`config.mk`:
```
export PLATFORM = sky130hd
export DESIGN_NAME = div_seq
export DESIGN_NICKNAME = d
export VERILOG_FILES = /design/src/rtl/div_seq.sv
export SDC_FILE = /design/constraint.sdc
export NUM_CORES = 1
export LEC_CHECK = 0
export CAP_MARGIN = 20
export CORE_UTILIZATION = 35
export DETAILED_ROUTE_END_ITERATION = 8
export PLACE_DENSITY = 0.58
export SLEW_MARGIN = 10
export SYNTH_ARGS = -nofsm -noshare
export SYNTH_HDL_FRONTEND = slang
export SYNTH_SLANG_ARGS = --single-unit
```
`constraint.sdc`:
```
create_clock -name Clk -period 8.7 [get_ports Clk]
set_clock_uncertainty 0.15 [all_clocks]
set_input_delay 1.74 -clock Clk [delete_from_list [all_inputs] [get_ports Clk]]
set_output_delay 1.74 -clock Clk [all_outputs]
set_load 0.1 [all_outputs]
```
`src/rtl/div_seq.sv`:
```
// rtl/div_seq.sv - multi-cycle restoring divider, signed/unsigned, one quotient bit per clock
// Four-state FSM: FREE accepts, BYZERO short-circuits divide-by-zero, ON iterates, END holds the result.
module div_seq #(
  parameter int WIDTH = 32
) (
  input  logic               Clk,
  input  logic               Rst_n,
  input  logic               signed_div_i,
  input  logic [WIDTH-1:0]   opdata1_i,
  input  logic [WIDTH-1:0]   opdata2_i,
  input  logic               start_i,
  input  logic               annul_i,
  output logic [2*WIDTH-1:0] result_o,
  output logic               ready_o
);

  localparam int CW = $clog2(WIDTH + 1);

  typedef enum logic [1:0] {FREE, BYZERO, ON, END} state_t;

  state_t                 state, state_nxt;
  logic [CW-1:0]          cnt, cnt_nxt;
  logic [2*WIDTH:0]       work, work_nxt;
  logic [WIDTH-1:0]       divisor, divisor_nxt;
  logic                   sgn_mode, sgn_mode_nxt;
  logic                   sgn_a, sgn_a_nxt;
  logic                   sgn_b, sgn_b_nxt;
  logic                   ready_nxt;
  logic [2*WIDTH-1:0]     result_nxt;

  logic [WIDTH:0]         trial;
  logic [WIDTH-1:0]       mag_a, mag_b;
  logic [WIDTH-1:0]       quo, rem, quo_f, rem_f;

  always_ff @(posedge Clk or posedge Rst_n) begin
    if (Rst_n) begin
      state    <= FREE;
      cnt      <= '0;
      work     <= '0;
      divisor  <= '0;
      sgn_mode <= 1'b0;
      sgn_a    <= 1'b0;
      sgn_b    <= 1'b0;
      ready_o  <= 1'b0;
      result_o <= '0;
    end else begin
      state    <= state_nxt;
      cnt      <= cnt_nxt;
      work     <= work_nxt;
      divisor  <= divisor_nxt;
      sgn_mode <= sgn_mode_nxt;
      sgn_a    <= sgn_a_nxt;
      sgn_b    <= sgn_b_nxt;
      ready_o  <= ready_nxt;
      result_o <= result_nxt;
    end
  end

  always_comb begin
    state_nxt    = state;
    cnt_nxt      = cnt;
    work_nxt     = work;
    divisor_nxt  = divisor;
    sgn_mode_nxt = sgn_mode;
    sgn_a_nxt    = sgn_a;
    sgn_b_nxt    = sgn_b;
    ready_nxt    = ready_o;
    result_nxt   = result_o;

    // Magnitudes of the raw operands; only meaningful on the accept cycle.
    mag_a = (signed_div_i && opdata1_i[WIDTH-1]) ? -opdata1_i : opdata1_i;
    mag_b = (signed_div_i && opdata2_i[WIDTH-1]) ? -opdata2_i : opdata2_i;

    trial = {1'b0, work[2*WIDTH-1:WIDTH]} - {1'b0, divisor};

    quo   = work[WIDTH-1:0];
    rem   = work[2*WIDTH:WIDTH+1];
    quo_f = (sgn_mode && (sgn_a ^ sgn_b)) ? -quo : quo;
    rem_f = (sgn_mode && sgn_a) ? -rem : rem;

    unique case (state)
      FREE: begin
        ready_nxt  = 1'b0;
        result_nxt = '0;
        if (start_i && !annul_i) begin
          sgn_mode_nxt = signed_div_i;
          sgn_a_nxt    = opdata1_i[WIDTH-1];
          sgn_b_nxt    = opdata2_i[WIDTH-1];
          work_nxt     = {{WIDTH{1'b0}}, mag_a, 1'b0};
          divisor_nxt  = mag_b;
          cnt_nxt      = '0;
          state_nxt    = (opdata2_i == '0) ? BYZERO : ON;
        end
      end
      BYZERO: begin
        result_nxt = '0;
        if (annul_i) begin
          state_nxt = FREE;
          cnt_nxt   = '0;
          ready_nxt = 1'b0;
        end else begin
          state_nxt = END;
          ready_nxt = 1'b1;
        end
      end
      ON: begin
        if (annul_i) begin
          state_nxt  = FREE;
          cnt_nxt    = '0;
          ready_nxt  = 1'b0;
          result_nxt = '0;
        end else if (cnt == CW'(WIDTH)) begin
          state_nxt  = END;
          ready_nxt  = 1'b1;
          result_nxt = {rem_f, quo_f};
        end else begin
          // Restoring step: subtract only if the partial remainder covers the divisor.
          if (trial[WIDTH]) work_nxt = {work[2*WIDTH-1:0], 1'b0};
          else              work_nxt = {trial[WIDTH-1:0], work[WIDTH-1:0], 1'b1};
          cnt_nxt = cnt + CW'(1);
        end
      end
      END: begin
        if (!start_i) begin
          state_nxt  = FREE;
          ready_nxt  = 1'b0;
          result_nxt = '0;
        end
      end
      default: state_nxt = FREE;
    endcase
  end

endmodule

```
Word level (Yosys, flattened, before mapping)

Cells that the tools add are included.

Add/sub/neg operators: 6
Eq/ne operators: 11
Mux-type cells: 30
Bitwise operators: 1
Reduce and logical (&&, ||, !) cells: 16

Operators with widths:

| kind                                                          | count |
|---|---|
| 65-bit 2-to-1 mux                                             | 4 |
| 64-bit 2-to-1 mux                                             | 3 |
| 64-bit case mux with 3 select lines                           | 1 |
| 65-bit case mux with 2 select lines                           | 1 |
| 32-bit 2-to-1 mux                                             | 4 |
| 32-bit negation                                               | 4 |
| 32-bit by 32-bit subtractor with 33-bit output                | 1 |
| 32-bit zero test                                              | 1 |
| 6-bit 2-to-1 mux                                              | 4 |
| 6-bit case mux with 3 select lines                            | 1 |
| 2-bit 2-to-1 mux                                              | 6 |
| 2-bit != test, second input constant                          | 5 |
| 2-bit case mux with 4 select lines                            | 1 |
| 4-bit AND reduction                                           | 2 |
| 6-bit by 1-bit adder with 6-bit output, second input constant | 1 |
| 6-bit equality test, second input constant                    | 1 |
| 3-bit != test, second input constant                          | 2 |
| 1-bit logical AND                                             | 5 |
| 2-bit equality test, second input constant                    | 2 |
| 1-bit 2-to-1 mux                                              | 4 |
| 1-bit case mux with 4 select lines                            | 1 |
| 2-bit AND reduction                                           | 2 |
| 3-bit AND reduction                                           | 1 |
| 3-bit nonzero test                                            | 1 |
| other kinds (6)                                               | 6 |

Flip-flop bits (word level): 173
Bits of input ports: 69

Logic depth before layout (Yosys ltp)

Gate-level depths: netlist of the first run.

Word-level depth: 6
Gate-level depth with buffers: 12
Mapped depth without buffers: 11

Worst setup path before layout of the first run

No wires, ideal clock.

Path kind: input to register
Start: in opdata1_i[5]
End: reg work[30]
Library setup time: 0.083 ns
Data arrival time: 3.813 ns
Required time: 8.467 ns
Path slack: 4.654 ns
Stages on the path: 8
Cell sequence: nor4_1 > nand4_1 > nor4b_2 > nand3b_1 > o41ai_1 > xnor2_1 > mux2i_1 > o21ai_0

Cells in the longest elaborated chain, start to end: 4

RTL lines:

| element                             | line | text |
|---|---|---|
| from (decl)                         | 9    | `input logic [WIDTH-1:0] opdata1_i,` |
| 32-bit negation                     | 71   | `mag_a = (signed_div_i && opdata1_i[WIDTH-1]) ? -opdata1_i : opdata1_i;` |
| 32-bit 2-to-1 mux                   | 71   |  |
| 65-bit 2-to-1 mux                   | 85   | `if (start_i && !annul_i) begin` |
| 65-bit case mux with 2 select lines | 81   | `unique case (state)` |
| to (signal assigned)                | 49   | `work <= work_nxt;` |
| to (decl)                           | 23   | `logic [2*WIDTH:0] work, work_nxt;` |

No other way between the ends. The select of a mux whose other input is x is not followed.
A chain may end at the register's enable or synchronous reset.

Final worst setup path of the first run

Start: in annul_i
End: reg result_o[9]

Cells in the longest elaborated chain, start to end: 2

RTL lines:

| element                                                                    | line | text |
|---|---|---|
| from (decl)                                                                | 12   | `input logic annul_i,` |
| 64-bit 2-to-1 mux or 3-bit != test (tied branches)                         | --   |  |
| 64-bit case mux with 3 select lines or 2-bit AND reduction (tied branches) | --   |  |
| to (signal assigned)                                                       | 55   | `result_o <= result_nxt;` |
| to (decl)                                                                  | 13   | `output logic [2*WIDTH-1:0] result_o,` |

Parallel ways exist; a longest one is shown, timed or not.

==> results of run 1 <==
## how the worst max path moves through the flow
stage / cells after the start / endpoint / slack, ns
floorplan: 1 / cnt[0] / 2.12
global route: 7 / result_o[9] / 3.45
CTS: 8 / work[10] / 3.63
global placement: 10 / work[27] / 3.32
finish: 7 / result_o[9] / 3.76
detailed placement: 8 / work[10] / 3.18
## sequential cells by signal, summed over array words and instances, names as in the netlist
register	count
result_o	64
work	65
cnt	6
state	2
sgn_a	1
sgn_b	1
ready_o	1
sgn_mode	1
divisor	32
## metal layers
layer	up-vias	wire (um)	part of all wire [%]
met4	0	327	1.0
met1	4725	17100	55
met5	-	0	0
met2	213	12600	40
met3	18	1150	3.7
li1	5030	-	-
## stage by stage
stage | power (mW) | setup WS [ns] | hold slack [ns] | instance area (um^2) | utilization (%)
finish | 5.42 | 3.76 | 0.325 | 13700 | 43.2
global route | 5.85 | 3.45 | 0.352 | 13700 | 43.2
CTS | 5.41 | 3.63 | 0.333 | 13700 | 43.0
detailed placement | 4.60 | 3.18 | 0.319 | 13100 | 41.1
global placement | 4.56 | 3.32 | 0.314 | 13100 | 41.1
floorplan | 3.80 | 2.12 | 0.299 | 11400 | -
## power by group through the flow
stage / logic, mW / clock network [mW] / registers, mW
floorplan: 2.01 / 0 / 1.79
global placement: 3.14 / 0 / 1.42
detailed placement: 3.16 / 0 / 1.44
CTS: 3.17 / 0.817 / 1.42
global route: 3.53 / 0.851 / 1.47
finish: 3.19 / 0.798 / 1.43
## cell families after synthesis
family | after synthesis | share of synthesized area, %
compound gates | 426 | 21.8
buf+inv | 131 | 4.41
mux | 30 | 2.67
fa+ha+maj | 45 | 5.00
simple gates | 429 | 17.2
xor+xnor | 143 | 11.0
flops | 173 | 37.9
## Yosys cell counts (all sizes together) (14+ instances only)
master  count
mux2i      26
o21ai     184
nor4       14
o31ai      44
xnor2      72
o41ai      15
inv        59
nor2       85
xor2       71
nand3      29
nor3       29
ha         44
nand2     197
clkbuf     67
dfrtp     173
a21oi     116
## worst max-delay path, stage by stage
cell             delay (ns)
clkdlybuf4s50_1        0.47
inv_1                  0.19
nand2_1                0.62
nor2_1                 0.48
a21o_2                 0.65
or2_2                  0.65
o21ai_0                0.23
## final cells by class
class / instances / area [um^2] / area share, %
clock inverters: 11 / 159 / 1.16
clock buffers: 20 / 447 / 3.26
multi-input cells: 1073 / 6590 / 48.0
inverters: 59 / 226 / 1.65
well taps: 435 / 544 / 3.97
repair buffers: 141 / 1420 / 10.4
flip-flops and latches: 173 / 4330 / 31.5
==> results.sh, run 1 <==
export IMPL_outcome="finished, final reports clean"
export IMPL_final_cell_mix="nand2_1, o21ai_0, dfrtp_1, clkdlybuf4s50_1, a21oi_1"
export IMPL_p_per_area_mw_per_mm2=395
export IMPL_layout_drive_gt1_share_pct=3.99
export IMPL_clk_latency_ns=0.44
export IMPL_grt_pass1_vias=9158
export IMPL_min_from="result_o[21]"
export IMPL_coreArea_mm2=0.0318
export IMPL_overflow=0
export IMPL_die_width_um=183
export IMPL_nets=1579
export IMPL_layout_commonest_cell="nand2_1"
export IMPL_p_sw_share_pct=51.0
export IMPL_cts_root_buf="clkbuf_16"
export IMPL_reg2regPathDepth=11
export IMPL_crit_arrival_ns=5.07
export IMPL_seq_power_share_pct=26.4
export IMPL_top_usage_layer="met1"
export IMPL_cts_hold_buf=0
export IMPL_finalSetupViolCount=0
export IMPL_cts_setup_buffers=0
export IMPL_drt_pass1_iterations=6
export IMPL_met1_usage_pct=30.7
export IMPL_htreeDepth=4
export IMPL_rsz0062_at_grt="false"
export IMPL_cts_resized=0
export IMPL_rr_startpoint="work[33]"
export IMPL_io_pins=134
export IMPL_async_flop_share_pct=100
export IMPL_worst_setup_path_start_kind="primary input"
export IMPL_holdPathEnd="result_o[21]"
export IMPL_viasPerCell=5.22
export IMPL_post_synth_top_area_cell="dfrtp_1"
export IMPL_slew_headroom_pct=26.6
export IMPL_postSynthAreaPerCell_um2=8.29
export IMPL_clkPwrFrac_pct=14.7
export IMPL_cp_max_fo=46
export IMPL_tritoncts="built"
export IMPL_post_dp_hpwl_mm=23.8
export IMPL_grt_max_degree=112
export IMPL_die_h_um=183
export IMPL_routed_wl_mm=31.2
export IMPL_stdcell_count=1912
export IMPL_clock_sinks=173
export IMPL_grt_use_total_pct=19.2
export IMPL_drv_slew=0
export IMPL_hp_class="register to register"
export IMPL_hold_viol_final=0
export IMPL_synth_edf_count=0
export IMPL_p_leak_nw=5.64
export IMPL_placed_cells=1879
export IMPL_synth_cell_types=62
export IMPL_drt_iter0_markers=667
export IMPL_synth_cell_area_mm2=0.0114
export IMPL_fmax_mhz=202
export IMPL_diodes=0
export IMPL_fillers=3211
export IMPL_internal_power_mw=2.66
export IMPL_cap_violations=0
export IMPL_cp_startpoint="annul_i"
export IMPL_numPortBuffers=133
export IMPL_tightest_slew_ns=1.09
export IMPL_cts_buffers=17
export IMPL_vias=9986
export IMPL_holdPathStages=2
export IMPL_clock_path_buffers=2
export IMPL_syn2layout_area_growth_pct=20.2
export IMPL_synth_top_area_share_pct=37.9
export IMPL_grtUsageMet2_pct=26.6
export IMPL_syn_num_nets=1491
export IMPL_gp_congestion=0.861
export IMPL_p_comb_share_pct=58.9
export IMPL_ys_ff_latch=173
export IMPL_clkTransAtPathRegs_ns=0.07
export IMPL_setup_tns_final_ns=0
export IMPL_antenna_found_initial=0
export IMPL_grt_pass1_wl_mm=50.7
export IMPL_synth_top_flop_cell="dfrtp_1"
export IMPL_peakVddDrop_mv=0.218
export IMPL_wl_per_cell_um=16.3
export IMPL_ys_top_cells_by_area="dfrtp_1, o21ai_0, nand2_1"
export IMPL_crit_type="primary input to register"
export IMPL_yosysSeqAreaShare_pct=37.9
export IMPL_required_ns=8.83
export IMPL_fin_crit_sh_pct=56.8
export IMPL_endpoint_kind="register"
export IMPL_r2r_end="work[33]"
export IMPL_p_switching_mw=2.76
export IMPL_rows=65
export IMPL_syn_inst=1377
export IMPL_antenna_left=0
export IMPL_ff2ff_setup_slack_ns=4.12
export IMPL_start_util_pct=35.9
export IMPL_period_needed_ns=4.94
export IMPL_drc_errors=0
export IMPL_dieArea_mm2=0.0333
export IMPL_yosysWarnings=0
export IMPL_met3_usage_pct=2.63
(Power assumes the default switching activity.)
==> run 2: changes to the inputs <==
- PLACE_DENSITY: 0.58 -> 0.6
- clock period: 8.7 -> 4 ns (I/O delays scaled with it)
==> run 2 against run 1 <==
Net effect: sequential power increased by 110%; cell area is 1.5% higher; total power up 120%; clock-buffer cell count down 1; critical path type is now register to register.
==> results.sh, run 2 (synthesized netlist as in run 1, its figures left out) <==
export IMPL_die_h_um=183
export IMPL_viasPerCell=5.23
export IMPL_crit_type="register to register"
export IMPL_grt_pass1_vias=9255
export IMPL_cts_setup_buffers=0
export IMPL_clock_path_buffers=2
export IMPL_cts_hold_buf=0
export IMPL_worst_slack_ns=0.524
export IMPL_clock_sinks=173
export IMPL_setup_tns_final_ns=0
export IMPL_cts_buffers=17
export IMPL_rows=65
export IMPL_hp_class="register to register"
export IMPL_top_regs="work x65, result_o x64, divisor x32"
export IMPL_die_width_um=183
export IMPL_endpoint_kind="register"
export IMPL_multi_input_area_mm2=0.00659
export IMPL_worst_setup_path_start_kind="register"
export IMPL_p_per_area_mw_per_mm2=868
export IMPL_slew_headroom_pct=31.6
export IMPL_drc_errors=0
export IMPL_drv_slew=0
export IMPL_nets=1598
export IMPL_cts_resized=0
export IMPL_grt_pass1_wl_mm=51.0
export IMPL_clkTransAtPathRegs_ns=0.07
export IMPL_hold_viol_final=0
export IMPL_gp_congestion=0.867
export IMPL_layout_commonest_cell="nand2_1"
export IMPL_cts_root_buf="clkbuf_16"
export IMPL_post_dp_hpwl_mm=24.1
export IMPL_largest_reg_flops=65
export IMPL_wl_per_cell_um=16.2
export IMPL_antenna_left=0
export IMPL_p_leak_nw=5.77
export IMPL_io_pins=134
export IMPL_vias=10109
export IMPL_fin_area_mm2=0.0139
export IMPL_cap_violations=0
export IMPL_layout_drive_gt1_share_pct=5.41
export IMPL_syn2layout_area_growth_pct=22.0
export IMPL_htreeDepth=4
export IMPL_rsz0062_at_grt="false"
export IMPL_place_area_mm2=0.0133
export IMPL_dp_slack_ns=0.284
export IMPL_period_needed_ns=3.48
export IMPL_diodes=0
export IMPL_grt_use_total_pct=19.3
export IMPL_required_ns=4.20
export IMPL_layout_area_seq_mm2=0.00433
export IMPL_dieArea_mm2=0.0333
export IMPL_routed_wl_mm=31.4
export IMPL_largest_register="work"
export IMPL_numPortBuffers=133
export IMPL_peakVddDrop_mv=0.450
export IMPL_drt_iter0_markers=733
export IMPL_finalSetupViolCount=0
export IMPL_final_cell_mix="nand2_1, o21ai_0, dfrtp_1, clkdlybuf4s50_1, a21oi_1"
export IMPL_overflow=0
export IMPL_antenna_found_initial=0
export IMPL_coreArea_mm2=0.0318
export IMPL_grt_max_degree=122
export IMPL_start_util_pct=35.9
export IMPL_fillers=3180
export IMPL_clk_latency_ns=0.43
export IMPL_tritoncts="built"
export IMPL_fin_crit_sh_pct=86.9
export IMPL_outcome="finished, final reports clean"
export IMPL_crit_arrival_ns=3.68
export IMPL_fmax_mhz=288
export IMPL_tightest_slew_ns=1.02
export IMPL_drt_pass1_iterations=5
export IMPL_cp_max_fo=8
run 2: changes by cell type in the layout (fill, tap and decap cells not counted), sizes merged:
cell	delta
clkbuf	-1
clkinvlp	-1
buf	+19
clkinv	+1
bufinv	+2
run 2: report_power, final:
part | leakage (nW) | switching [mW] | internal, mW
combinational | 3.15 | 4.60 | 2.52
sequential | 2.29 | 0.702 | 2.34
clock | 0.330 | 0.762 | 1.16
run 2: metrics by stage:
stage	power, mW	cells	util (%)	hold slack (ns)
after floorplan	8.27	1377	-	0.299
after detailed placement	10.2	1900	41.7	0.318
after CTS	12.1	1932	43.8	0.333
after global placement	10.1	1900	41.7	0.311
final	12.1	1932	43.8	0.327
after global routing	13.0	1932	43.8	0.351
run 2: worst paths after layout:
path	end	cells after the start	from	slack (ns)
setup reg to reg	work[34]	10	work[51]	0.52
min in group asynchronous	work[56]	3	Rst_n	0.73
max in group asynchronous	work[10]	3	Rst_n	2.42
hold reg to reg	result_o[32]	2	result_o[32]	0.33
hold / removal	result_o[32]	2	result_o[32]	0.33
setup / recovery	work[34]	10	work[51]	0.52
run 2: cell type report:
cell class	instances	area share, %
Multi-Input combinational cell	1073	47.3
Sequential cell	173	31.1
Timing Repair Buffer	160	11.2
Tap cell	435	3.91
Clock buffer	19	3.25
Clock inverter	13	1.63
Inverter	59	1.62
run 2: worst max-delay path, stage by stage (launching register included):
cell,delay [ns]
dfrtp_1,0.48
ha_1,0.42
a21oi_1,0.27
o221ai_1,0.21
a221o_1,0.40
nor2b_1,0.14
a211oi_1,0.54
a21oi_2,0.17
buf_4,0.20
mux2_2,0.26
o21ai_0,0.14
run 2: routing by layer:
layer,GRT usage (%),part of all wire (%),vias to the layer above
li1,-,-,5063
met1,30.1,53,4830
met2,27.3,42,205
met3,3.57,4.9,11
met4,3.97,0.62,0
met5,0,0,-
